### config.mk
export PLATFORM = sky130hd
export DESIGN_NAME = uart_rx_flat
export DESIGN_NICKNAME = d
export VERILOG_FILES = /design/src/rtl/uart_pkg.sv /design/src/rtl/uart_rx_if.sv /design/src/rtl/uart_rx_sampler.sv /design/src/rtl/uart_rx.sv /design/src/flat_wrapper.sv
export SDC_FILE = /design/constraint.sdc
export NUM_CORES = 1
export LEC_CHECK = 0
export CAP_MARGIN = 20
export CORE_MARGIN = 5
export CORE_UTILIZATION = 45
export DETAILED_ROUTE_END_ITERATION = 8
export HOLD_SLACK_MARGIN = 0.08
export SYNTH_ARGS = -nofsm -noshare
export SYNTH_HDL_FRONTEND = slang
export SYNTH_SLANG_ARGS = --single-unit
### constraint.sdc
create_clock -name clk -period 3.8 [get_ports clk]
set_clock_uncertainty 0.05 [all_clocks]
set_input_delay 0.57 -clock clk [delete_from_list [all_inputs] [get_ports clk]]
set_output_delay 0.57 -clock clk [all_outputs]
set_load 0.01 [all_outputs]
### src/rtl/uart_pkg.sv
// rtl/uart_pkg.sv - shared UART receiver types, constants and helpers
package uart_pkg;

  typedef enum logic [2:0] {
    IDLE,
    START,
    DATA,
    PARITY,
    STOP
  } rx_state_t;

  localparam int unsigned PRESC_8  = 8;
  localparam int unsigned PRESC_16 = 16;
  localparam int unsigned PRESC_32 = 32;

  localparam logic PAR_EVEN = 1'b0;
  localparam logic PAR_ODD  = 1'b1;

  function automatic logic presc_ok(input int unsigned p);
    return (p == PRESC_8) || (p == PRESC_16) || (p == PRESC_32);
  endfunction

endpackage

### src/rtl/uart_rx_if.sv
// rtl/uart_rx_if.sv - serial line, frame configuration and received-byte outputs
interface uart_rx_if #(
  parameter int DATA_W  = 8,
  parameter int PRESC_W = 6
);
  logic               RX_IN;
  logic [PRESC_W-1:0] prescale;
  logic               PAR_EN;
  logic               PAR_TYP;
  logic [DATA_W-1:0]  P_DATA;
  logic               data_valid;
  logic               par_err;
  logic               stp_err;
  logic               busy;

  modport master (
    output RX_IN, prescale, PAR_EN, PAR_TYP,
    input  P_DATA, data_valid, par_err, stp_err, busy
  );

  modport slave (
    input  RX_IN, prescale, PAR_EN, PAR_TYP,
    output P_DATA, data_valid, par_err, stp_err, busy
  );
endinterface

### src/rtl/uart_rx_sampler.sv
// rtl/uart_rx_sampler.sv - per-bit edge counter with three-sample mid-bit majority vote
module uart_rx_sampler
  import uart_pkg::*;
#(
  parameter int PRESC_W = 6
) (
  input  logic               clk,
  input  logic               rst,
  input  logic               rx_s,
  input  logic [PRESC_W-1:0] p,
  input  logic               en,
  input  logic               restart,
  output logic               bit_val,
  output logic               bit_end
);

  localparam logic [PRESC_W-1:0] ONE = PRESC_W'(1);

  logic [PRESC_W-1:0] edge_cnt;
  logic [PRESC_W-1:0] half;
  logic [2:0]         smp;

  assign half    = p >> 1;
  assign bit_end = en && (edge_cnt == p - ONE);
  assign bit_val = (smp[0] & smp[1]) | (smp[0] & smp[2]) | (smp[1] & smp[2]);

  always_ff @(posedge clk) begin
    if (rst) begin
      edge_cnt <= '0;
      smp      <= '1;
    end else begin
      if (restart) begin
        edge_cnt <= '0;
      end else if (en) begin
        edge_cnt <= bit_end ? '0 : edge_cnt + ONE;
      end
      // Three samples straddle the bit centre; the vote is settled by P/2+2.
      if (en) begin
        if (edge_cnt == half - ONE) smp[0] <= rx_s;
        if (edge_cnt == half)       smp[1] <= rx_s;
        if (edge_cnt == half + ONE) smp[2] <= rx_s;
      end
    end
  end

endmodule

### src/rtl/uart_rx.sv
// rtl/uart_rx.sv - oversampling UART receiver: sync, frame FSM, shift register, error flags
module uart_rx
  import uart_pkg::*;
#(
  parameter int DATA_W  = 8,
  parameter int PRESC_W = 6
) (
  input logic     clk,
  input logic     rst,
  uart_rx_if.slave bus
);

  localparam int             BW       = $clog2(DATA_W);
  localparam logic [BW-1:0]  LAST_BIT = BW'(DATA_W - 1);

  rx_state_t          state, next_state;
  logic               rx_m, rx_s;
  logic [PRESC_W-1:0] p_q;
  logic               par_en_q, par_typ_q;
  logic [DATA_W-1:0]  shift;
  logic [BW-1:0]      bit_cnt;
  logic               par_bad;
  logic [DATA_W-1:0]  p_data_q;
  logic               data_valid_q, par_err_q, stp_err_q;
  logic               bit_val, bit_end;
  logic               start_det;

  assign start_det = (state == IDLE) && !rx_s;

  uart_rx_sampler #(.PRESC_W(PRESC_W)) u_sampler (
    .clk     (clk),
    .rst     (rst),
    .rx_s    (rx_s),
    .p       (p_q),
    .en      (state != IDLE),
    .restart (start_det),
    .bit_val (bit_val),
    .bit_end (bit_end)
  );

  always_ff @(posedge clk) begin
    if (rst) begin
      rx_m  <= 1'b1;
      rx_s  <= 1'b1;
      state <= IDLE;
    end else begin
      rx_m  <= bus.RX_IN;
      rx_s  <= rx_m;
      state <= next_state;
    end
  end

  always_comb begin
    next_state = state;
    case (state)
      IDLE:    if (!rx_s) next_state = START;
      START:   if (bit_end) next_state = bit_val ? IDLE : DATA;
      DATA:    if (bit_end && (bit_cnt == LAST_BIT)) next_state = par_en_q ? PARITY : STOP;
      PARITY:  if (bit_end) next_state = STOP;
      STOP:    if (bit_end) next_state = IDLE;
      default: next_state = IDLE;
    endcase
  end

  always_ff @(posedge clk) begin
    if (rst) begin
      p_q          <= PRESC_W'(PRESC_8);
      par_en_q     <= 1'b0;
      par_typ_q    <= PAR_EVEN;
      shift        <= '0;
      bit_cnt      <= '0;
      par_bad      <= 1'b0;
      p_data_q     <= '0;
      data_valid_q <= 1'b0;
      par_err_q    <= 1'b0;
      stp_err_q    <= 1'b0;
    end else begin
      data_valid_q <= 1'b0;
      par_err_q    <= 1'b0;
      stp_err_q    <= 1'b0;
      if (start_det) begin
        p_q       <= presc_ok(32'(bus.prescale)) ? bus.prescale : PRESC_W'(PRESC_8);
        par_en_q  <= bus.PAR_EN;
        par_typ_q <= bus.PAR_TYP;
        par_bad   <= 1'b0;
      end
      if ((state == START) && bit_end) bit_cnt <= '0;
      // LSB arrives first, so shifting in at the MSB leaves it in bit 0.
      if ((state == DATA) && bit_end) begin
        shift   <= {bit_val, shift[DATA_W-1:1]};
        bit_cnt <= bit_cnt + BW'(1);
      end
      if ((state == PARITY) && bit_end)
        par_bad <= (bit_val != ((^shift) ^ (par_typ_q == PAR_ODD)));
      if ((state == STOP) && bit_end) begin
        stp_err_q <= !bit_val;
        par_err_q <= par_bad;
        if (bit_val && !par_bad) begin
          p_data_q     <= shift;
          data_valid_q <= 1'b1;
        end
      end
    end
  end

  assign bus.P_DATA     = p_data_q;
  assign bus.data_valid = data_valid_q;
  assign bus.par_err    = par_err_q;
  assign bus.stp_err    = stp_err_q;
  assign bus.busy       = (state != IDLE);

endmodule

### src/flat_wrapper.sv
// flat-port wrapper written by rule: the top's interface ports become plain ports
module uart_rx_flat import uart_pkg::*;
#(
  parameter int DATA_W  = 8,
  parameter int PRESC_W = 6
)
  (clk, rst, bus_RX_IN, bus_prescale, bus_PAR_EN, bus_PAR_TYP, bus_P_DATA, bus_data_valid, bus_par_err, bus_stp_err, bus_busy);
  uart_rx_if #(.DATA_W(DATA_W), .PRESC_W(PRESC_W)) bus_i ();
  input logic clk;
  input logic rst;
  input wire logic [$bits(bus_i.RX_IN)-1:0] bus_RX_IN;
  input wire logic [$bits(bus_i.prescale)-1:0] bus_prescale;
  input wire logic [$bits(bus_i.PAR_EN)-1:0] bus_PAR_EN;
  input wire logic [$bits(bus_i.PAR_TYP)-1:0] bus_PAR_TYP;
  output wire logic [$bits(bus_i.P_DATA)-1:0] bus_P_DATA;
  output wire logic [$bits(bus_i.data_valid)-1:0] bus_data_valid;
  output wire logic [$bits(bus_i.par_err)-1:0] bus_par_err;
  output wire logic [$bits(bus_i.stp_err)-1:0] bus_stp_err;
  output wire logic [$bits(bus_i.busy)-1:0] bus_busy;
  assign bus_i.RX_IN = bus_RX_IN;
  assign bus_i.prescale = bus_prescale;
  assign bus_i.PAR_EN = bus_PAR_EN;
  assign bus_i.PAR_TYP = bus_PAR_TYP;
  assign bus_P_DATA = bus_i.P_DATA;
  assign bus_data_valid = bus_i.data_valid;
  assign bus_par_err = bus_i.par_err;
  assign bus_stp_err = bus_i.stp_err;
  assign bus_busy = bus_i.busy;
  uart_rx #(.DATA_W(DATA_W), .PRESC_W(PRESC_W)) u_core (.clk(clk), .rst(rst), .bus(bus_i));
endmodule
### Yosys cells after proc, flatten, opt, wreduce, memory -nomap -nowiden

Index checks and enable logic that the tools add are counted.

* bits in registers: 45
* latch bits: 0
* RAM bits: 0
* memory bits (read-only): 0
* bits of input ports: 11
* word-level logic and storage cells: 87
* memories: 0

* add/subtract/negate cells: 5
* $mul: 0
* divide/modulo/power cells: 0
* order comparisons: 0
* equality and inequality tests: 18
* shifts and indexed selects: 0
* multiplexer cells: 15
* bitwise logic cells: 7
* reductions and logical operators: 25

Operator list (number)
* 3-bit two-way mux: 8
* 6-bit == test: 3
* 3-bit case mux with 5 select lines: 1
* 6-bit two-way mux: 2
* 1-bit logical AND: 8
* 2-bit by 1-bit inequality test with 1-bit output (second input constant): 4
* 2-bit AND reduction: 4
* 8-bit parity: 1
* 5-bit by 1-bit adder with 6-bit output (second input constant): 1
* 6-bit by 1-bit adder with 6-bit output (second input constant): 1
* 3-bit by 2-bit == test with 1-bit output (second input constant): 2
* 3-bit == test (second input constant): 2
* 6-bit by 4-bit == test with 1-bit output (second input constant): 1
* 6-bit by 5-bit == test with 1-bit output: 1
* 6-bit by 5-bit == test with 1-bit output (second input constant): 1
* 6-bit == test (second input constant): 1
* 5-bit by 1-bit subtractor with 6-bit output (second input constant): 1
* 6-bit by 1-bit subtractor with 6-bit output (second input constant): 1
* 5-bit AND reduction: 1
* 2-bit nonzero test: 2
* 2-bit OR reduction: 2
* 3-bit by 1-bit adder with 3-bit output (second input constant): 1
* 1-bit bitwise AND: 3
* 3-bit by 1-bit == test with 1-bit output (second input constant): 1
* 11 further kinds: 17

### Longest topological paths before layout

Gate-level depths: netlist of the first run.

* depth after elaboration: 6
* mapped depth: 11
* depth with buffers taken out: 7

### By module

A second synthesis of the first run with hierarchy kept.

* cell total of the unflattened synthesis: 259
* area total of the unflattened synthesis: 2388.5 um2

Modules (own cells, without submodules)
* uart_rx: instances 1, cells an instance 151, area an instance 1515.2 um2, seq. area each 720.7 um2
* uart_rx_sampler: instances 1, cells an instance 108, area an instance 873.3 um2, seq. area each 180.2 um2

### Worst setup path after synthesis of the first run

Ideal clock, no wire load.

* kind: reg2reg
* from: register u_core.p_q[1]
* to: register u_core.state[1]
* data arrival time: 2.100 ns
* data required time: 3.630 ns
* path slack: 1.530 ns
* stages on the path, launching flop included: 10
* period minus slack after synthesis: 2.270 ns
* cell sequence: dfxtp_1 -> inv_1 -> ha_1 -> xnor2_1 -> nor3_1 -> o211a_1 -> buf_2 -> buf_2 -> nand4_1 -> o2bb2ai_1

* longest elaborated chain between the ends: 6

Ends and longest elaborated chain
* from (decl): RTL line uart_rx.sv:18 `logic [PRESC_W-1:0] p_q;`
* from (signal assigned): RTL line uart_rx.sv:67 `p_q <= PRESC_W'(PRESC_8);`
* from (signal assigned): RTL line uart_rx.sv:82 `p_q <= presc_ok(32'(bus.prescale)) ? bus.prescale : PRESC_W'(PRESC_8);`
* 6-bit by 1-bit subtractor with 6-bit output (*): RTL line uart_rx_sampler.sv:24 `assign bit_end = en && (edge_cnt == p - ONE);`
* 6-bit == test (*): RTL line uart_rx_sampler.sv:24
* 1-bit logical AND (*): RTL line uart_rx_sampler.sv:24
* 1-bit logical AND: RTL line uart_rx.sv:58 `DATA: if (bit_end && (bit_cnt == LAST_BIT)) next_state = par_en_q ? PARITY : STOP;`
* 2-bit by 1-bit inequality test with 1-bit output (no source line)
* 5-bit AND reduction (no source line) (*)
* to (signal assigned): RTL line uart_rx.sv:49 `state <= next_state;`
* to (decl): RTL line uart_rx.sv:16 `rx_state_t state, next_state;`

Mark *: on every way between the ends. The rest lies on a longest branch, timed or not.
A chain may end at the register's enable or synchronous reset.

### Worst setup path after layout of the first run

* from: register u_core.p_q[1]
* to: register u_core.par_err_q (netlist: u_core.bus.par_err)

* longest elaborated chain between the ends: 6

Ends and longest elaborated chain
* 6-bit by 1-bit subtractor with 6-bit output: RTL line uart_rx_sampler.sv:24
* 6-bit == test: RTL line uart_rx_sampler.sv:24
* 1-bit logical AND: RTL line uart_rx_sampler.sv:24
* 1-bit logical AND: RTL line uart_rx.sv:95 `if ((state == STOP) && bit_end) begin`
* 1-bit inverter (no source line)
* 2-bit OR reduction (no source line)
* to (signal assigned): RTL line uart_rx.sv:97 `par_err_q <= par_bad;`
* to (decl): RTL line uart_rx.sv:24 `logic data_valid_q, par_err_q, stp_err_q;`

Every way passes these cells.

==> results.toml, run 1 <==
[clocking]
cts_hold_buf = 0
clk_pin_slew_ps = 90
cts_tree = "yes"
cts_made_buffers = 5
clock_latency_ps = 300
postCtsSetupBuffers = 0
cts_sinks = 45
max-clock-path-buffers = 2
root_buffer = "clkbuf_8"
postCtsResizedCells = 0
htreeDepth = 2

[place]
hpwl_um = 4570
port_buffers = 22
place_congestion = 0.807
placed_cell_area_um2 = 2900
placed_cells = 382

[critical_path]
reg2reg_slack_ps = 980
cp-start-kind = "flop"
cp_max_fo = 18
critPathKind = "reg -> reg"
cp-end-kind = "flop"
crit_arrival_ps = 2980
worstPathRequired_ps = 3960

[sta]
final_hold_viol_count = 0
fmax_mhz = 355
relSlewSlack_pct = 42.1
report.final.slew_viol_count = 0
layout_min_cycle_time_ps = 2820
tightest_slew_ps = 866
setup_violations = 0
min_period_over_period_pct = 74.1
tns_ps = 0
rsz0062_at_grt = "false"

[synth]
synthArstFlopShare_pct = 0
ys_types = 61
ys_ff_latch = 45
syn-cell-area_um2 = 2670
syn-num-nets = 326
avgSynthCellArea_um2 = 8.67
synth-edff-count = 0
yosysSeqAreaShare_pct = 33.7
synth_warnings = 0
synth_cells = 308
synth_ff_type = "dfxtp_1"

[global_route]
grt_use_total_pct = 18.9
grt_max_degree = 28
grt_first_pass_wirelength_um = 11600
grt_overflow = 0
antenna_found_initial = 0
grt_pass1_vias = 2310

[floorplan]
die_x_um = 87.0
initial_core_util_pct = 45.6
die_area_um2 = 7570
fp.dieH_um = 87.0
ioPinCount = 23
rows = 28
core_um2 = 5850

[cells_and_area]
stdcell_area_um2 = 3010
instances_no_fill = 391
fill_cells = 552
n_antenna_cell = 0
most-common-layout-cells = "dfxtp_1 (45), a21oi_1 (26), clkdlybuf4s50_1 (22)"
drive_gt1_share_pct = 7.28
area_growth_pct = 12.7
layout_commonest_cell = "dfxtp_1"
seq_area_um2 = 901
multi_input_area_um2 = 1610
nNetsFinal = 333

[routing]
drtAntennaViolNets = 0
routed_wl_um = 6550
drt-vias-per-instance = 6.01
drtIter0Drc = 123
drc_errors = 0
firstDrtPassIters = 4
vias = 2351
routedWlPerCell_um = 16.8

[power]
p_per_area_nw_per_um2 = 287
power.total_mw = 0.863
vdd_drop_max_v = 0.000171
p_leak_nw = 0.973

[flow_run]
cap_viol_max_count = 0

[hold_path]
hold_class = "reg -> reg"

[run_status]
status = "finished clean"
layer usage:
| layer | vias up | wire length (µm) | GRT usage [%] |
|---|---|---|---|
| li1 | 1175 | - | - |
| met1 | 1129 | 3230 | 25.9 |
| met2 | 40 | 3020 | 30.5 |
| met3 | 7 | 235 | 3.31 |
| met4 | 0 | 67 | 5.38 |
| met5 | - | 0 | 0 |
path summary, 6_finish.rpt:
path	startpoint	end	cells past startpoint
worst min-delay path	u_core.rx_m$_SDFF_PP1_	u_core.rx_s$_SDFF_PP1_	1
worst max register to register	u_core.p_q[1]$_SDFFE_PP0P_	u_core.bus.par_err$_SDFF_PP0_	7
worst max-delay path	u_core.p_q[1]$_SDFFE_PP0P_	u_core.bus.par_err$_SDFF_PP0_	7
worst min register to register	u_core.rx_m$_SDFF_PP1_	u_core.rx_s$_SDFF_PP1_	1
cell usage after synthesis, types with 3 or more instances:
cell type	instances	area share, %
dfxtp_1	45	34
a21oi_1	26	4.9
xnor2_1	18	5.9
nand2_1	17	2.4
o2111ai_1	17	5.6
o31ai_1	16	4.5
clkbuf_1	14	2.0
buf_2	13	2.4
nor2_1	13	1.8
inv_1	9	1.3
xor2_1	9	3.0
nand3_1	8	1.5
nand4_1	8	1.9
ha_1	7	3.3
and3_1	6	1.4
nor3_1	6	1.1
nor4_1	6	1.4
nand2b_1	5	1.2
o211ai_1	5	1.4
o21ai_0	4	0.75
a41oi_1	3	0.98
nor3b_1	3	0.84
or2_2	3	0.70
flip-flops by register name, indices dropped and copies added, names as in the netlist, 3 cells and up:
register and cells:
u_core.bus.P_DATA 8, u_core.shift 8, u_core.p_q 6, u_core.u_sampler.edge_cnt 6
u_core.bit_cnt 3, u_core.state 3, u_core.u_sampler.smp 3
critical path: stages, from the launching register on:
cell     delay, ps
dfxtp_1        470
inv_1          170
ha_1           270
nor2b_1        140
or3_1          410
a21oi_2        610
o21ai_1        330
nor4b_1        280
kinds of logic after synthesis:
kind of cell             Yosys count  synth area share (%)
AO/OA/AOI/OAI                     96                  26.5
XOR/XNOR                          28                  9.70
adder cells (fa/ha/maj)            8                  3.65
buffers and inverters             37                  5.81
flip-flops                        45                  33.7
multiplexers                       2                 0.750
AND/OR/NAND/NOR                   92                  19.8
cell type report:
class	count	area share, %
Clock buffer	7	3.20
Clock inverter	1	0.291
Inverter	10	1.25
Multi-Input combinational cell	226	53.6
Sequential cell	45	29.9
Tap cell	75	3.12
Timing Repair Buffer	27	8.57
report_power, final:
| group | internal (mW) | switching, mW |
|---|---|---|
| combinational | 0.0198 | 0.0239 |
| sequential | 0.474 | 0.00495 |
| clock | 0.168 | 0.171 |
| total | 0.662 | 0.200 |
through the flow:
stage | hold WS [ps] | worst slack, ps | util, %
floorplan | 339 | 1530 | -
global placement | 345 | 1080 | 49.5
detailed placement | 352 | 987 | 49.5
CTS | 378 | 962 | 51.3
global route | 396 | 774 | 51.4
finish | 374 | 982 | 51.4
Note: power is estimated with default switching activity, not from simulation.
==> run 2, diff against run 1 <==
- clock period: 3.8 -> 2.75 ns (I/O delays scaled with it)
==> run 2 against run 1 <==
Clock power up 49%. Global-route usage up 0.076 points. Die area unchanged. Sequential power up 38%. Worst setup slack worse by 680 ps. Largest cell class unchanged. Highest routed layer unchanged.
==> results.toml, run 2 (same netlist as run 1, synthesis figures left out) <==
[global_route]
antenna_found_initial = 0
grt_max_degree = 24
grt_pass1_vias = 2353
grt_overflow = 0
grt_first_pass_wirelength_um = 11500
grt_use_total_pct = 19.0

[clocking]
root_buffer = "clkbuf_8"
cts_tree = "yes"
cts_sinks = 45
cts_hold_buf = 0
clk_pin_slew_ps = 90
postCtsSetupBuffers = 0
clock_latency_ps = 300
postCtsResizedCells = 0
cts_made_buffers = 5
htreeDepth = 2
max-clock-path-buffers = 2

[sta]
layout_min_cycle_time_ps = 2450
relSlewSlack_pct = 58.6
rsz0062_at_grt = "false"
report.final.slew_viol_count = 0
final_hold_viol_count = 0
setup_violations = 0
fmax_mhz = 408
tightest_slew_ps = 617
tns_ps = 0
worst_slack_ps = 301
min_period_over_period_pct = 89.1

[critical_path]
reg2regPathDepth = 8
path_depth = 3
cp_max_fo = 9
cp-end-kind = "primary output"
critPathKind = "reg -> out"
slowest_stage = "nor3_2"
worstPathRequired_ps = 2290
path_buf_inv = 2
worstPathCellList = "nor3_2 -> inv_2 -> clkdlybuf4s50_1"
crit_family = "buffers and inverters"
cpPeakStageDelay_ps = 570
crit_arrival_ps = 1990
cp-start-kind = "flop"

[floorplan]
die_area_um2 = 7570
ioPinCount = 23
core_um2 = 5850
fp.dieH_um = 87.0
rows = 28
initial_core_util_pct = 45.6
die_x_um = 87.0

[hold_path]
whs_path_depth = 1
hold_class = "reg -> reg"

[power]
p_per_area_nw_per_um2 = 394
swShare_pct = 22.2
switching_power_mw = 0.274
intPower_mw = 0.957
combinationalPowerShare_pct = 5.1
vdd_drop_max_v = 0.000243
clkPwrFrac_pct = 41.1
pwr-share-seq_pct = 53.8
p_leak_nw = 1.05

[cells_and_area]
area_growth_pct = 16.9
n_antenna_cell = 0
most-common-layout-cells = "dfxtp_1 (45), a21oi_1 (26), clkdlybuf4s50_1 (22)"
finish.utilization_pct = 53.4
nNetsFinal = 347
layout_commonest_cell = "dfxtp_1"
drive_gt1_share_pct = 11.2

[place]
hpwl_um = 4750
place_ws_ps = 339
port_buffers = 22
place_congestion = 0.811

[routing]
firstDrtPassIters = 4
drt-vias-per-instance = 5.81
routed_wl_um = 6610
drc_errors = 0
routedWlPerCell_um = 16.3
drtAntennaViolNets = 0
vias = 2352
drtIter0Drc = 89

[flow_run]
cap_viol_max_count = 0

[run_status]
status = "finished clean"
run 2: cell types whose count changed in the layout (fill, tap and decap cells not counted):
cell	previous run	this run
bufinv_16	0	1
clkinv_2	0	1
clkbuf_8	7	5
buf_4	5	19
run 2: path summary, 6_finish.rpt:
path	start	endpoint	slack, ps
worst max-delay path	u_core.state[0]$_SDFFE_PP0P_	bus_busy	300
worst min-delay path	u_core.rx_m$_SDFF_PP1_	u_core.rx_s$_SDFF_PP1_	360
worst max register to register	u_core.p_q[1]$_SDFFE_PP0P_	u_core.bus.P_DATA[2]$_SDFFE_PP0P_	310
worst min register to register	u_core.rx_m$_SDFF_PP1_	u_core.rx_s$_SDFF_PP1_	360
run 2: routing by layer:
metal / global-route usage (%) / share of wire, % / vias up / wire, µm
li1: - / - / 1208 / -
met5: 0 / 0 / - / 0
met4: 7.08 / 1.8 / 0 / 119
met2: 30.7 / 46 / 42 / 3040
met1: 25.2 / 49 / 1094 / 3240
met3: 3.31 / 3.2 / 8 / 209
run 2: metrics by stage:
step	std cells	total power [mW]	instance area [µm²]	hold WS [ps]
2_1_floorplan	308	0.709	2670	339
3_3_place_gp	397	0.740	3010	344
3_5_place_dp	397	0.741	3010	344
4_1_cts	405	1.25	3120	366
5_1_grt	405	1.28	3120	385
6_report	405	1.23	3120	365
run 2: final cells by class:
class	instances	area, µm²
multi-input cells	226	1610
clock inverters	3	43.8
well taps	75	93.8
flip-flops and latches	45	901
fillers	560	2730
inverters	10	37.5
clock buffers	5	68.8
repair buffers	41	363
run 2: power groups by stage:
stage | Combinational, mW | Sequential, mW | Clock, mW
3_5_place_dp | 0.0631 | 0.677 | 0
6_report | 0.0627 | 0.662 | 0.506
4_1_cts | 0.0632 | 0.662 | 0.522
2_1_floorplan | 0.0357 | 0.674 | 0
5_1_grt | 0.0695 | 0.663 | 0.551
3_3_place_gp | 0.0628 | 0.678 | 0
